--- src/rtl/ob_pkg.sv ---
// Shared order-book types for the ob_cntrl trade execution path.
// Search results, trade responses, table strobes and FSM states.
package ob_pkg;

    localparam int QTY_W   = 16;
    localparam int PRICE_W = 16;
    localparam int UID_W   = 16;

    typedef logic [QTY_W-1:0]   quantity_t;
    typedef logic [PRICE_W-1:0] price_t;
    typedef logic [UID_W-1:0]   uid_t;

    typedef enum logic [1:0] {
        TK_MK_ASK_LM_BID = 2'd0,
        TK_LM_ASK_MK_BID = 2'd1,
        TK_MK_ASK_MK_BID = 2'd2
    } trade_kind_t;

    typedef enum logic [2:0] {
        S_IDLE  = 3'd0,
        S_QRY   = 3'd1,
        S_WAIT  = 3'd2,
        S_APPLY = 3'd3,
        S_RSP   = 3'd4,
        S_DONE  = 3'd5
    } exec_state_t;

    // bid_rem/ask_rem hold what is left on a side that was not consumed
    typedef struct packed {
        logic      mk_ask_lm_bid;
        logic      lm_ask_mk_bid;
        logic      mk_ask_mk_bid;
        logic      bid_consumed;
        logic      ask_consumed;
        uid_t      bid_uid;
        uid_t      ask_uid;
        price_t    bid_price;
        price_t    ask_price;
        quantity_t quantity;
        quantity_t bid_rem;
        quantity_t ask_rem;
    } search_result_t;

    typedef struct packed {
        trade_kind_t kind;
        uid_t        bid_uid;
        uid_t        ask_uid;
        price_t      price;
        quantity_t   quantity;
    } trade_rsp_t;

    typedef struct packed {
        logic lm_bid_pop;
        logic lm_bid_upd;
        logic lm_ask_pop;
        logic lm_ask_upd;
        logic mk_bid_pop;
        logic mk_bid_upd;
        logic mk_ask_pop;
        logic mk_ask_upd;
    } strobe_t;

    function automatic logic is_empty(input search_result_t r);
        return (r.quantity == '0) && !r.bid_consumed && !r.ask_consumed;
    endfunction

endpackage

--- src/rtl/ob_cntrl_trade_exec_apply.sv ---
// Decodes a latched selector decision into table strobes, the
// remaining quantities and the response payload.
module ob_cntrl_trade_exec_apply
    import ob_pkg::*;
(
    input  search_result_t trade,
    output strobe_t        strb,
    output quantity_t      upd_bid_qty,
    output quantity_t      upd_ask_qty,
    output trade_rsp_t     rsp,
    output logic           err
);

    logic [2:0] flags;
    logic       bid_pop;
    logic       bid_upd;
    logic       ask_pop;
    logic       ask_upd;

    assign flags   = {trade.mk_ask_mk_bid, trade.lm_ask_mk_bid, trade.mk_ask_lm_bid};
    assign bid_pop = trade.bid_consumed;
    assign bid_upd = !trade.bid_consumed;
    assign ask_pop = trade.ask_consumed;
    assign ask_upd = !trade.ask_consumed;

    always_comb begin
        strb         = '0;
        rsp          = '0;
        err          = 1'b0;
        rsp.bid_uid  = trade.bid_uid;
        rsp.ask_uid  = trade.ask_uid;
        rsp.quantity = trade.quantity;
        rsp.price    = trade.ask_price;
        rsp.kind     = TK_MK_ASK_LM_BID;

        case (flags)
            3'b001: begin
                rsp.kind        = TK_MK_ASK_LM_BID;
                rsp.price       = trade.bid_price;
                strb.lm_bid_pop = bid_pop;
                strb.lm_bid_upd = bid_upd;
                strb.mk_ask_pop = ask_pop;
                strb.mk_ask_upd = ask_upd;
            end
            3'b010: begin
                rsp.kind        = TK_LM_ASK_MK_BID;
                strb.mk_bid_pop = bid_pop;
                strb.mk_bid_upd = bid_upd;
                strb.lm_ask_pop = ask_pop;
                strb.lm_ask_upd = ask_upd;
            end
            3'b100: begin
                rsp.kind        = TK_MK_ASK_MK_BID;
                strb.mk_bid_pop = bid_pop;
                strb.mk_bid_upd = bid_upd;
                strb.mk_ask_pop = ask_pop;
                strb.mk_ask_upd = ask_upd;
            end
            default: err = 1'b1;
        endcase

        if (is_empty(trade)) begin
            err = 1'b1;
        end
        if (err) begin
            strb = '0;
        end

        upd_bid_qty = (bid_upd && !err) ? trade.bid_rem : '0;
        upd_ask_qty = (ask_upd && !err) ? trade.ask_rem : '0;
    end

endmodule

--- src/rtl/ob_cntrl_trade_exec.sv ---
// Market-order trade executor: queries the selector, commits the chosen
// trade to the tables/queues and reports it on a valid/ready channel.
module ob_cntrl_trade_exec
    import ob_pkg::*;
#(
    parameter int N_MAX_BURST = 16,
    parameter int CNT_W       = 32
) (
    input  logic             clk,
    input  logic             rst,
    input  logic             start,
    output logic             busy,
    output logic             done,
    output logic             trade_qry,
    input  logic             trade_vld_r,
    input  search_result_t   trade_r,
    output logic             lm_bid_pop,
    output logic             lm_bid_upd,
    output logic             lm_ask_pop,
    output logic             lm_ask_upd,
    output logic             mk_bid_pop,
    output logic             mk_bid_upd,
    output logic             mk_ask_pop,
    output logic             mk_ask_upd,
    output quantity_t        upd_bid_qty,
    output quantity_t        upd_ask_qty,
    output logic             rsp_vld,
    input  logic             rsp_rdy,
    output trade_rsp_t       rsp,
    output logic [CNT_W-1:0] trade_cnt,
    output logic [CNT_W-1:0] err_cnt
);

    localparam int BW = $clog2(N_MAX_BURST + 1);
    localparam logic [BW-1:0] BURST_MAX = BW'(N_MAX_BURST);

    exec_state_t    state;
    search_result_t trade_q;
    logic [BW-1:0]  burst_cnt;
    logic [BW-1:0]  burst_nxt;

    strobe_t    dec_strb;
    quantity_t  dec_bid_qty;
    quantity_t  dec_ask_qty;
    trade_rsp_t dec_rsp;
    logic       dec_err;
    logic       apply_ok;

    function automatic logic [CNT_W-1:0] sat_inc(input logic [CNT_W-1:0] v);
        return (&v) ? v : v + 1'b1;
    endfunction

    ob_cntrl_trade_exec_apply u_apply (
        .trade       (trade_q),
        .strb        (dec_strb),
        .upd_bid_qty (dec_bid_qty),
        .upd_ask_qty (dec_ask_qty),
        .rsp         (dec_rsp),
        .err         (dec_err)
    );

    // Strobes derive only from registered state, so reset drops them at once
    assign apply_ok    = (state == S_APPLY) && !dec_err;
    assign lm_bid_pop  = apply_ok && dec_strb.lm_bid_pop;
    assign lm_bid_upd  = apply_ok && dec_strb.lm_bid_upd;
    assign lm_ask_pop  = apply_ok && dec_strb.lm_ask_pop;
    assign lm_ask_upd  = apply_ok && dec_strb.lm_ask_upd;
    assign mk_bid_pop  = apply_ok && dec_strb.mk_bid_pop;
    assign mk_bid_upd  = apply_ok && dec_strb.mk_bid_upd;
    assign mk_ask_pop  = apply_ok && dec_strb.mk_ask_pop;
    assign mk_ask_upd  = apply_ok && dec_strb.mk_ask_upd;
    assign upd_bid_qty = apply_ok ? dec_bid_qty : '0;
    assign upd_ask_qty = apply_ok ? dec_ask_qty : '0;

    assign burst_nxt = burst_cnt + 1'b1;

    always_ff @(posedge clk or posedge rst) begin
        if (rst) begin
            state     <= S_IDLE;
            trade_q   <= '0;
            burst_cnt <= '0;
            busy      <= 1'b0;
            done      <= 1'b0;
            trade_qry <= 1'b0;
            rsp_vld   <= 1'b0;
            rsp       <= '0;
            trade_cnt <= '0;
            err_cnt   <= '0;
        end else begin
            trade_qry <= 1'b0;
            done      <= 1'b0;
            unique case (state)
                S_IDLE: begin
                    if (start) begin
                        state     <= S_QRY;
                        busy      <= 1'b1;
                        trade_qry <= 1'b1;
                        burst_cnt <= '0;
                    end
                end
                S_QRY: begin
                    state <= S_WAIT;
                end
                S_WAIT: begin
                    if (!trade_vld_r) begin
                        state <= S_DONE;
                        done  <= 1'b1;
                    end else if (is_empty(trade_r)) begin
                        trade_q <= trade_r;
                        err_cnt <= sat_inc(err_cnt);
                        state   <= S_DONE;
                        done    <= 1'b1;
                    end else begin
                        trade_q <= trade_r;
                        state   <= S_APPLY;
                    end
                end
                S_APPLY: begin
                    if (dec_err) begin
                        err_cnt <= sat_inc(err_cnt);
                        state   <= S_DONE;
                        done    <= 1'b1;
                    end else begin
                        rsp     <= dec_rsp;
                        rsp_vld <= 1'b1;
                        state   <= S_RSP;
                    end
                end
                S_RSP: begin
                    if (rsp_rdy) begin
                        rsp_vld   <= 1'b0;
                        trade_cnt <= sat_inc(trade_cnt);
                        burst_cnt <= burst_nxt;
                        if (burst_nxt < BURST_MAX) begin
                            state     <= S_QRY;
                            trade_qry <= 1'b1;
                        end else begin
                            state <= S_DONE;
                            done  <= 1'b1;
                        end
                    end
                end
                S_DONE: begin
                    state <= S_IDLE;
                    busy  <= 1'b0;
                end
                default: begin
                    state <= S_IDLE;
                    busy  <= 1'b0;
                end
            endcase
        end
    end

endmodule
--- config.mk ---
export PLATFORM = sky130hd
export DESIGN_NAME = ob_cntrl_trade_exec
export DESIGN_NICKNAME = d
export VERILOG_FILES = /design/src/rtl/ob_pkg.sv /design/src/rtl/ob_cntrl_trade_exec_apply.sv /design/src/rtl/ob_cntrl_trade_exec.sv
export SDC_FILE = /design/constraint.sdc
export NUM_CORES = 1
export LEC_CHECK = 0
export ABC_AREA = 0
export CAP_MARGIN = 15
export CORE_AREA = 2 2 138 208
export CTS_BUF_LIST = sky130_fd_sc_hd__clkbuf_2 sky130_fd_sc_hd__clkbuf_4 sky130_fd_sc_hd__clkbuf_8
export DETAILED_ROUTE_END_ITERATION = 10
export DIE_AREA = 0 0 140 210
export PLACE_DENSITY_LB_ADDON = 0.2
export SYNTH_ARGS = -nofsm -noshare
export SYNTH_HDL_FRONTEND = slang
export SYNTH_SLANG_ARGS = --single-unit
--- constraint.sdc ---
create_clock -name clk -period 16.1 [get_ports clk]
set_input_delay 4.025 -clock clk [delete_from_list [all_inputs] [get_ports clk]]
set_output_delay 4.025 -clock clk [all_outputs]
set_load 0.1 [all_outputs]
# Word level (Yosys, flattened, before mapping)
# Cells that the tools add are included.
op_classes:
  n_addsub: 3
  bitwise_logic: 3
  n_reduce_logical: 40
  n_mux: 43
  n_eq_ne: 13
  n_lt_le_gt_ge: 1
op_table:
  columns: ["op", "n"]
  rows:
  - ["$mux W32", 4]
  - ["$mux W16", 5]
  - ["$add A32 B1 Y32 const B", 2]
  - ["$pmux W32 S2", 1]
  - ["$reduce_and A32 Y1", 2]
  - ["$logic_not A16 Y1", 2]
  - ["$logic_and A1 B1 Y1", 15]
  - ["$mux W3", 5]
  - ["$pmux W3 S5", 1]
  - ["$mux W1", 14]
  - ["$ne A2 B2 Y1 const B", 6]
  - ["$mux W5", 2]
  - ["$pmux W5 S2", 1]
  - ["$eq A3 B2 Y1 const B", 3]
  - ["$reduce_and A3 Y1", 3]
  - ["$mux W2", 4]
  - ["$mux W8", 1]
  - ["$reduce_and A2 Y1", 4]
  - ["$eq A3 B1 Y1 const B", 2]
  - ["$eq A3 B3 Y1 const B", 2]
  - ["$pmux W1 S2", 3]
  - ["$reduce_bool A2 Y1", 3]
  - ["$add A5 B1 Y5 const B", 1]
  - ["$logic_not A1 Y1", 5]
  - ["other kinds (9)", 12]
totals:
  out_inout_bits: 174
  inputBits: 122
  ff_bits: 259
  word_cells: 128

# Longest topological paths before layout
# Gate-level depths: netlist of run 1.
logic_depth:
  ltp_word: 8
  mapped_depth: 8
  mapped_depth_nobuf: 7

# Hierarchy
# A second synthesis of run 1 with hierarchy kept.
hier_totals:
  cells_unflattened: 948
  hier_area_um2: 12017.8
modules_own_cells:
  columns: ["mod", "n_inst", "area_each_um2", "cells_each", "seq_area_each_um2"]
  rows:
  - ["ob_cntrl_trade_exec", 1, 10661.5, 779, 6481.2]
  - ["ob_cntrl_trade_exec_apply", 1, 1356.3, 169, 0.0]

# Worst setup path after synthesis of run 1
# Ideal clock, no wire load.
synth_timing:
  path_kind: "register -> output"
  startpoint: "register trade_q[115] in the netlist's numbering"
  endpoint: "output port mk_bid_pop"
  slack_ns: 7.394
  stages_incl_launch_ff: 8
  path_buffers: 3
  required_ns: 12.075
  t_arrival_ns: 4.681
  cell_sequence: "dfrtp_1 > clkbuf_1 > or3b_1 > o21ai_0 > nand4_1 > buf_2 > buf_2 > nor4b_1"
synth_between:
  elab_chain_len: 7
  elab_cells_between_ends: 12
  cone_classes: "3 x eq/ne; 4 x mux; 5 x reduce/logical"
synth_rtl:
  columns: ["item", "line", "text"]
  rows:
  - ["start, declared", "ob_cntrl_trade_exec.sv:38", "search_result_t trade_q;"]
  - ["start signal, assigned", "ob_cntrl_trade_exec.sv:109", "trade_q <= trade_r;"]
  - ["start signal, assigned", "ob_cntrl_trade_exec.sv:114", "trade_q <= trade_r;"]
  - ["$eq A3 B1 Y1 (tied with other cells)", "ob_cntrl_trade_exec_apply.sv:36", "case (flags)"]
  - ["$reduce_or A3 Y1 (no line)", null, null]
  - ["$mux W1", "ob_cntrl_trade_exec_apply.sv:36", null]
  - ["$mux W1", "ob_cntrl_trade_exec_apply.sv:62", "if (is_empty(trade)) begin"]
  - ["$logic_not A1 Y1", "ob_cntrl_trade_exec.sv:63", "assign apply_ok = (state == S_APPLY) && !dec_err;"]
  - ["$logic_and A1 B1 Y1", "ob_cntrl_trade_exec.sv:63", null]
  - ["$logic_and A1 B1 Y1 (*)", "ob_cntrl_trade_exec.sv:68", "assign mk_bid_pop = apply_ok && dec_strb.mk_bid_pop;"]
  - ["end, declared", "ob_cntrl_trade_exec.sv:21", "output logic mk_bid_pop,"]
# Mark *: on every way between the ends. The rest lies on a longest branch, timed or not.

# Worst setup path after layout of run 1
layout_timing:
  startpoint: "register trade_q[32] (netlist name)"
  endpoint: "output port lm_bid_upd"
layout_between:
  elab_chain_len: 7
  elab_cells_between_ends: 8
  cone_classes: "2 x mux; 6 x reduce/logical"
layout_rtl:
  columns: ["item", "line", "text"]
  rows:
  - ["$logic_not A16 Y1 (*)", "ob_pkg.sv:64", "return (r.quantity == '0) && !r.bid_consumed && !r.ask_consumed;"]
  - ["$logic_and A1 B1 Y1 (*) (2 in a row)", "ob_pkg.sv:64", null]
  - ["$mux W1 (*)", "ob_cntrl_trade_exec_apply.sv:62", null]
  - ["$logic_not A1 Y1", "ob_cntrl_trade_exec.sv:63", null]
  - ["$logic_and A1 B1 Y1", "ob_cntrl_trade_exec.sv:63", null]
  - ["$logic_and A1 B1 Y1 (*)", "ob_cntrl_trade_exec.sv:65", "assign lm_bid_upd = apply_ok && dec_strb.lm_bid_upd;"]
  - ["end, declared", "ob_cntrl_trade_exec.sv:18", "output logic lm_bid_upd,"]
# Marks and branches as above.

==> impl_metrics.csv, run 1 <==
group,metric,value,unit
hold_path,worst_hold_path_type,"reg2reg",
detailed_routing,drtPass1Iterations,11,
place,hpwl,19900,um
power_and_ir_drop,p_per_area,199,nW/um2
global_route,antenna_found_initial,1,
status,violations,"design-rule violations",
die,coreArea,27700,um2
power_and_ir_drop,clkPwrFrac,0.186,
global_route,grt_max_degree,126,
die,start_util,0.395,
detailed_routing,drt_drc_violations_left,14,
sta,period_minus_slack,8.44,ns
sta,hold_violations,0,
clock_tree,insertion_delay,0.57,ns
critical_path,r2r_cells,7,
logic_synthesis,synth_area_leader_cell,"dfrtp_1",
sta,finalMaxSlewViolations,0,
power_and_ir_drop,p_int,1.64,mW
critical_path,worstSetupStartpointType,"flop",
place,port_buffers,295,
detailed_routing,wire_per_inst,18.6,um
logic_synthesis,synth_warnings,0,
logic_synthesis,synth_top_area_share,0.593,
logic_synthesis,synth_edf_count,0,
logic_synthesis,synth_cell_types,45,
die,rows,75,
critical_path,reg2reg_slack,13.12,ns
finish,syn2layout_area_growth,37.6,%
clock_tree,cts_setup_buffers,0,
logic_synthesis,syn_area,10900,um2
critical_path,criticalPathCategory,"reg2out",
critical_path,worstPathRequired,12.07,ns
finish,drive_gt1_frac,0.215,
die,die_x,140,um
power_and_ir_drop,swShare,0.452,
status,status,"complete, but fails checks",
clock_tree,cts_tree,"built",
hold_path,whs_path_depth,2,
die,pin_count,296,
power_and_ir_drop,power.switching,1.35,mW
detailed_routing,drt-initial-drc-count,299,
place,placed_area,14200,um2
critical_path,regToRegStartpoint,"trade_q[32]",
sta,slew_headroom,0.259,
logic_synthesis,synth.area.top_cells,"dfrtp_1, mux2_2, xnor2_1",
clock_tree,cts_made_buffers,42,
sta,skew,0.0352,ns
die,dieArea,29400,um2
hold_path,holdPathEnd,"rsp[23]",
sta,max_freq,118,MHz
detailed_routing,wirelength,28200,um
power_and_ir_drop,leakage,6.40,nW
detailed_routing,vias,7628,
logic_synthesis,syn_avg_cell_area,13.0,um2
global_route,grt_pass1_wl,44400,um
sta,worst_pin_slew,1.11,ns
hold_path,min_from,"rsp[23]",
clock_tree,hold_buffers,0,
logic_synthesis,ys_seq_area_frac,0.593,
global_route,grt_pass1_vias,7999,
critical_path,reg2reg_to,"rsp[15]",
clock_tree,cts.repair.resized,0,
place,gp_congestion,0.820,
detailed_routing,vias_per_cell,5.02,
power_and_ir_drop,seqPwrFrac,0.351,
logic_synthesis,synthArstFlopShare,1.00,
logic_synthesis,ys_seq_elements,259,
global_route,gr-total-overflow,0,
sta,rsz0062_at_grt,"no",
power_and_ir_drop,pwr-share-comb,0.462,
critical_path,endpoint_kind,"output port",
logic_synthesis,synth_flop_cell,"dfrtp_1",
sta,fin_crit_sh,0.524,
logic_synthesis,synth_most_common_cell,"dfrtp_1",
critical_path,arrival,4.41,ns
logic_synthesis,yosys-top-cells-count,"dfrtp_1, mux2_2, nand2_1",
detailed_routing,ant_nets,0,
clock_tree,clock_path_buffers,3,
clock_tree,root_buffer,"clkbuf_8",
finish,nets,1279,
clock_tree,h-tree-depth,2,
logic_synthesis,synthCells,843,
critical_path,cp_max_fo,47,
die,die_y,210,um
power_and_ir_drop,peakVddDrop,0.138,mV
flow_run,maxCapViolCount,0,
finish,post-route-cell-area,15000,um2
global_route,grt_use_total,0.191,
clock_tree,clock-sinks,259,
logic_synthesis,synth_nets,968,
clock_tree,cts.clk_slew.worst_paths,0.06,ns
finish,filler_cell_count,2463,
sta,setup-tns-final,0,ns
sta,setup_viol,0,
-- worst max-delay path by stage --
| stage | to | from |
|---|---|---|
| after floorplan | burst_cnt[0] | rst |
| after global placement | upd_bid_qty[13] | trade_q[32] |
| after detailed placement | upd_bid_qty[3] | trade_q[32] |
| after CTS | lm_bid_upd | trade_q[32] |
| after global routing | upd_bid_qty[15] | trade_q[32] |
| final | lm_bid_upd | trade_q[32] |
-- routing by layer --
metal | global-route usage | share of wire | routed length (um)
met5 | 0 | 0 | 0
met4 | 0.0745 | 0.032 | 898
met3 | 0.0536 | 0.073 | 2060
met2 | 0.336 | 0.52 | 14700
met1 | 0.222 | 0.37 | 10600
-- cell type report --
| class | count | area, um2 | area share |
|---|---|---|---|
| clock inverters | 3 | 42.5 | 0.00283 |
| repair buffers | 305 | 3030 | 0.201 |
| clock buffers | 60 | 738 | 0.0491 |
| well taps | 346 | 433 | 0.0288 |
| diodes | 1 | 2.50 | 0.000166 |
| flip-flops and latches | 259 | 6480 | 0.431 |
| inverters | 9 | 41.3 | 0.00275 |
| multi-input cells | 537 | 4260 | 0.284 |
-- layout by cell type, fill, tap and decap left out, types with 2 or more instances in the layout --
cell type / count
o21ai_0: 27
xor2_1: 24
clkbuf_4: 14
nor2b_1: 3
and2_1: 36
clkbuf_8: 46
nand4_1: 31
a21oi_1: 2
nor2_1: 24
inv_1: 8
nor3b_2: 2
mux2i_1: 16
ha_1: 3
mux2_2: 165
xnor2_1: 43
nand3_1: 25
buf_4: 10
nand2_1: 56
clkdlybuf4s50_1: 295
and3_1: 16
and4_1: 11
dfrtp_1: 259
nor3_1: 14
or4_1: 3
nand2b_1: 3
nor4_1: 11
-- state kept, by name, summed over array words and instances (netlist names) --
name,count
state,3
busy,1
trade_q,117
done,1
err_cnt,32
trade_qry,1
trade_cnt,32
rsp,66
rsp_vld,1
burst_cnt,5
-- metrics by stage --
| stage | hold slack [ns] | cells | setup slack [ns] | util | total power, mW |
|---|---|---|---|---|---|
| 2_1_floorplan | 0.467 | 843 | 4.95 | - | 2.09 |
| 3_3_place_gp | 0.465 | 1456 | 8.14 | 0.515 | 2.44 |
| 3_5_place_dp | 0.472 | 1456 | 8.16 | 0.515 | 2.46 |
| 4_1_cts | 0.485 | 1519 | 7.53 | 0.543 | 3.03 |
| 5_1_grt | 0.497 | 1520 | 7.41 | 0.543 | 3.13 |
| 6_report | 0.479 | 1520 | 7.66 | 0.543 | 2.99 |
-- power groups by stage --
stage / registers, mW / clock network [mW] / logic [mW]
final: 1.05 / 0.557 / 1.38
after global placement: 1.05 / 0 / 1.38
after CTS: 1.05 / 0.579 / 1.40
after floorplan: 1.64 / 0 / 0.451
after global routing: 1.08 / 0.603 / 1.45
after detailed placement: 1.06 / 0 / 1.39
-- worst max-delay path, stage by stage (launching register included) --
cell and delay [ns]:
dfrtp_1 0.39, nor4_1 0.37, nand2_1 0.15, or2_2 0.33
nand4_1 0.14, buf_4 0.42, buf_4 0.61, nor2_1 0.08
buf_4 0.22, and2_1 0.18, clkdlybuf4s50_1 0.96
-- logic make-up (layout without fill, tap and decap cells) --
group / Yosys count / count (layout) / share of synthesized area
AO/OA/AOI/OAI: 38 / 38 / 0.0210
XOR/XNOR: 67 / 67 / 0.0537
adder cells (fa/ha/maj): 3 / 3 / 0.00344
buffers and inverters: 47 / 377 / 0.0177
flip-flops: 259 / 259 / 0.593
multiplexers: 181 / 181 / 0.185
other: 0 / 1 / 0
AND/OR/NAND/NOR: 248 / 248 / 0.126
(Power assumes the default switching activity.)
==> run 2, diff against run 1 <==
- clock period: 16.1 -> 7.32 ns (I/O delays scaled with it)
==> run 2 against run 1 <==
The flow still finishes with violations (design-rule violations). Sequential cell count is the same. Combinational power rose by 120%. Via count increased by 0.92%. Register-to-register slack got worse by 8.5 ns. Wire length is 0.21% higher. Critical path type unchanged. Critical endpoint is now mk_ask_pop.
==> impl_metrics.csv, run 2 (synthesis results as in run 1) <==
group,metric,value,unit
status,status,"complete, but fails checks",
status,violations,"design-rule violations",
finish,n_antenna_cell,0,
critical_path,crit_path_max_incr_delay,1.19,ns
finish,nets,1279,
clock_tree,clock_path_buffers,3,
finish,syn2layout_area_growth,37.8,%
detailed_routing,drt-initial-drc-count,253,
place,placed_area,14200,um2
global_route,grt_max_degree,143,
die,die_x,140,um
hold_path,worst_hold_path_type,"reg2reg",
sta,slew_headroom,0.263,
clock_tree,cts_tree,"built",
global_route,grt_pass1_vias,8092,
detailed_routing,ant_nets,0,
sta,setup_viol,0,
detailed_routing,drt_drc_violations_left,17,
global_route,grt_use_met3,0.0532,
finish,reg.largest.list,"trade_q x117, rsp x66",
global_route,top_usage_layer,"met2",
die,rows,75,
clock_tree,clock-sinks,259,
critical_path,criticalPathCategory,"reg2out",
finish,drive_gt1_frac,0.250,
detailed_routing,wirelength,28300,um
detailed_routing,wire_per_inst,18.5,um
clock_tree,cts.repair.resized,0,
hold_path,whs_path_depth,2,
sta,finalMaxSlewViolations,0,
clock_tree,h-tree-depth,2,
global_route,gr-total-overflow,0,
finish,largest-register,"trade_q",
detailed_routing,vias,7698,
clock_tree,root_buffer,"clkbuf_8",
critical_path,arrival,4.06,ns
detailed_routing,vias_per_cell,5.03,
clock_tree,cts_setup_buffers,0,
sta,hold_slack,0.484,ns
finish,final_common_cell,"clkdlybuf4s50_1",
flow_run,maxCapViolCount,0,
detailed_routing,drtPass1Iterations,10,
sta,period_minus_slack,5.89,ns
die,pin_count,296,
critical_path,cp_max_fo,50,
clock_tree,cts.clk_slew.worst_paths,0.06,ns
die,die_y,210,um
critical_path,worstSetupStartpointType,"flop",
sta,hold_violations,0,
place,hpwl,20000,um
critical_path,path_cells,"xnor2_1 > o21ai_0 > nand4_1 > buf_12 > nor4_1 > clkdlybuf4s50_1",
global_route,gr-usage-met2,0.336,
finish,final_cell_mix,"clkdlybuf4s50_1, dfrtp_1, mux2_2",
sta,skew,0.0193,ns
global_route,grt_use_total,0.192,
sta,max_freq,170,MHz
power_and_ir_drop,p_per_area,441,nW/um2
sta,fin_crit_sh,0.805,
global_route,grt_pass1_wl,44300,um
place,gp_congestion,0.786,
place,port_buffers,295,
die,start_util,0.395,
sta,setup-tns-final,0,ns
sta,worst_pin_slew,1.10,ns
global_route,grt_use_met1,0.222,
critical_path,r2r_cells,6,
die,dieArea,29400,um2
sta,rsz0062_at_grt,"no",
finish,post-route-cell-area,15100,um2
critical_path,endpoint_kind,"output port",
die,coreArea,27700,um2
clock_tree,hold_buffers,0,
clock_tree,cts_made_buffers,42,
global_route,antenna_found_initial,0,
clock_tree,insertion_delay,0.56,ns
critical_path,worstPathRequired,5.49,ns
power_and_ir_drop,leakage,6.53,nW
critical_path,cpMaxStageDelayCell,"clkdlybuf4s50_1",
power_and_ir_drop,peakVddDrop,0.288,mV
finish,largest_reg_flops,117,
critical_path,reg2reg_slack,4.59,ns
## run 2: power breakdown
part / total [mW] / leakage (nW) / internal, mW / switching [mW]
logic: 3.05 / 2.81 / 0.958 / 2.09
clock network: 1.28 / 0.468 / 0.712 / 0.569
registers: 2.31 / 3.25 / 1.97 / 0.342
total: 6.64 / 6.53 / 3.64 / 3.00
## run 2: critical path, delay by kind of cell (launching register included)
kind / cells / cell delay [ns]
buffers and inverters: 2 / 1.54
AND/OR/NAND/NOR: 2 / 0.77
AO/OA/AOI/OAI: 1 / 0.54
flip-flops: 1 / 0.47
XOR/XNOR: 1 / 0.16
## run 2: final cells by class
cell class	count	area (um2)
clock buffer	65	820
clock inverter	9	47.5
multi-input combinational	537	4260
inverter	9	37.5
sequential	259	6480
tap	346	433
fill	2437	12600
timing repair buffer	305	2970
## run 2: layer usage
metal  wire, um  up-vias  share of wire
met4        977        0          0.035
met5          0        -              0
met3       1820       56          0.064
li1           -     3596              -
met2      14600      227           0.52
met1      10900     3819           0.38
## run 2: worst paths after layout
check | endpoint | startpoint
hold reg to reg | rsp[19] | rsp[19]
hold / removal | rsp[19] | rsp[19]
min in group asynchronous | rsp[29] | rst
setup reg to reg | rsp[5] | trade_q[40]
setup / recovery | mk_ask_pop | trade_q[116]
max in group asynchronous | trade_q[100] | rst
## run 2: per-stage QoR
step / setup slack, ns / utilization / power (mW) / cells
2_1_floorplan: 0.809 / - / 4.59 / 843
6_report: 1.43 / 0.544 / 6.64 / 1530
3_3_place_gp: 1.99 / 0.512 / 5.37 / 1456
5_1_grt: 1.10 / 0.544 / 6.97 / 1530
4_1_cts: 1.32 / 0.544 / 6.73 / 1530
3_5_place_dp: 1.95 / 0.512 / 5.42 / 1456
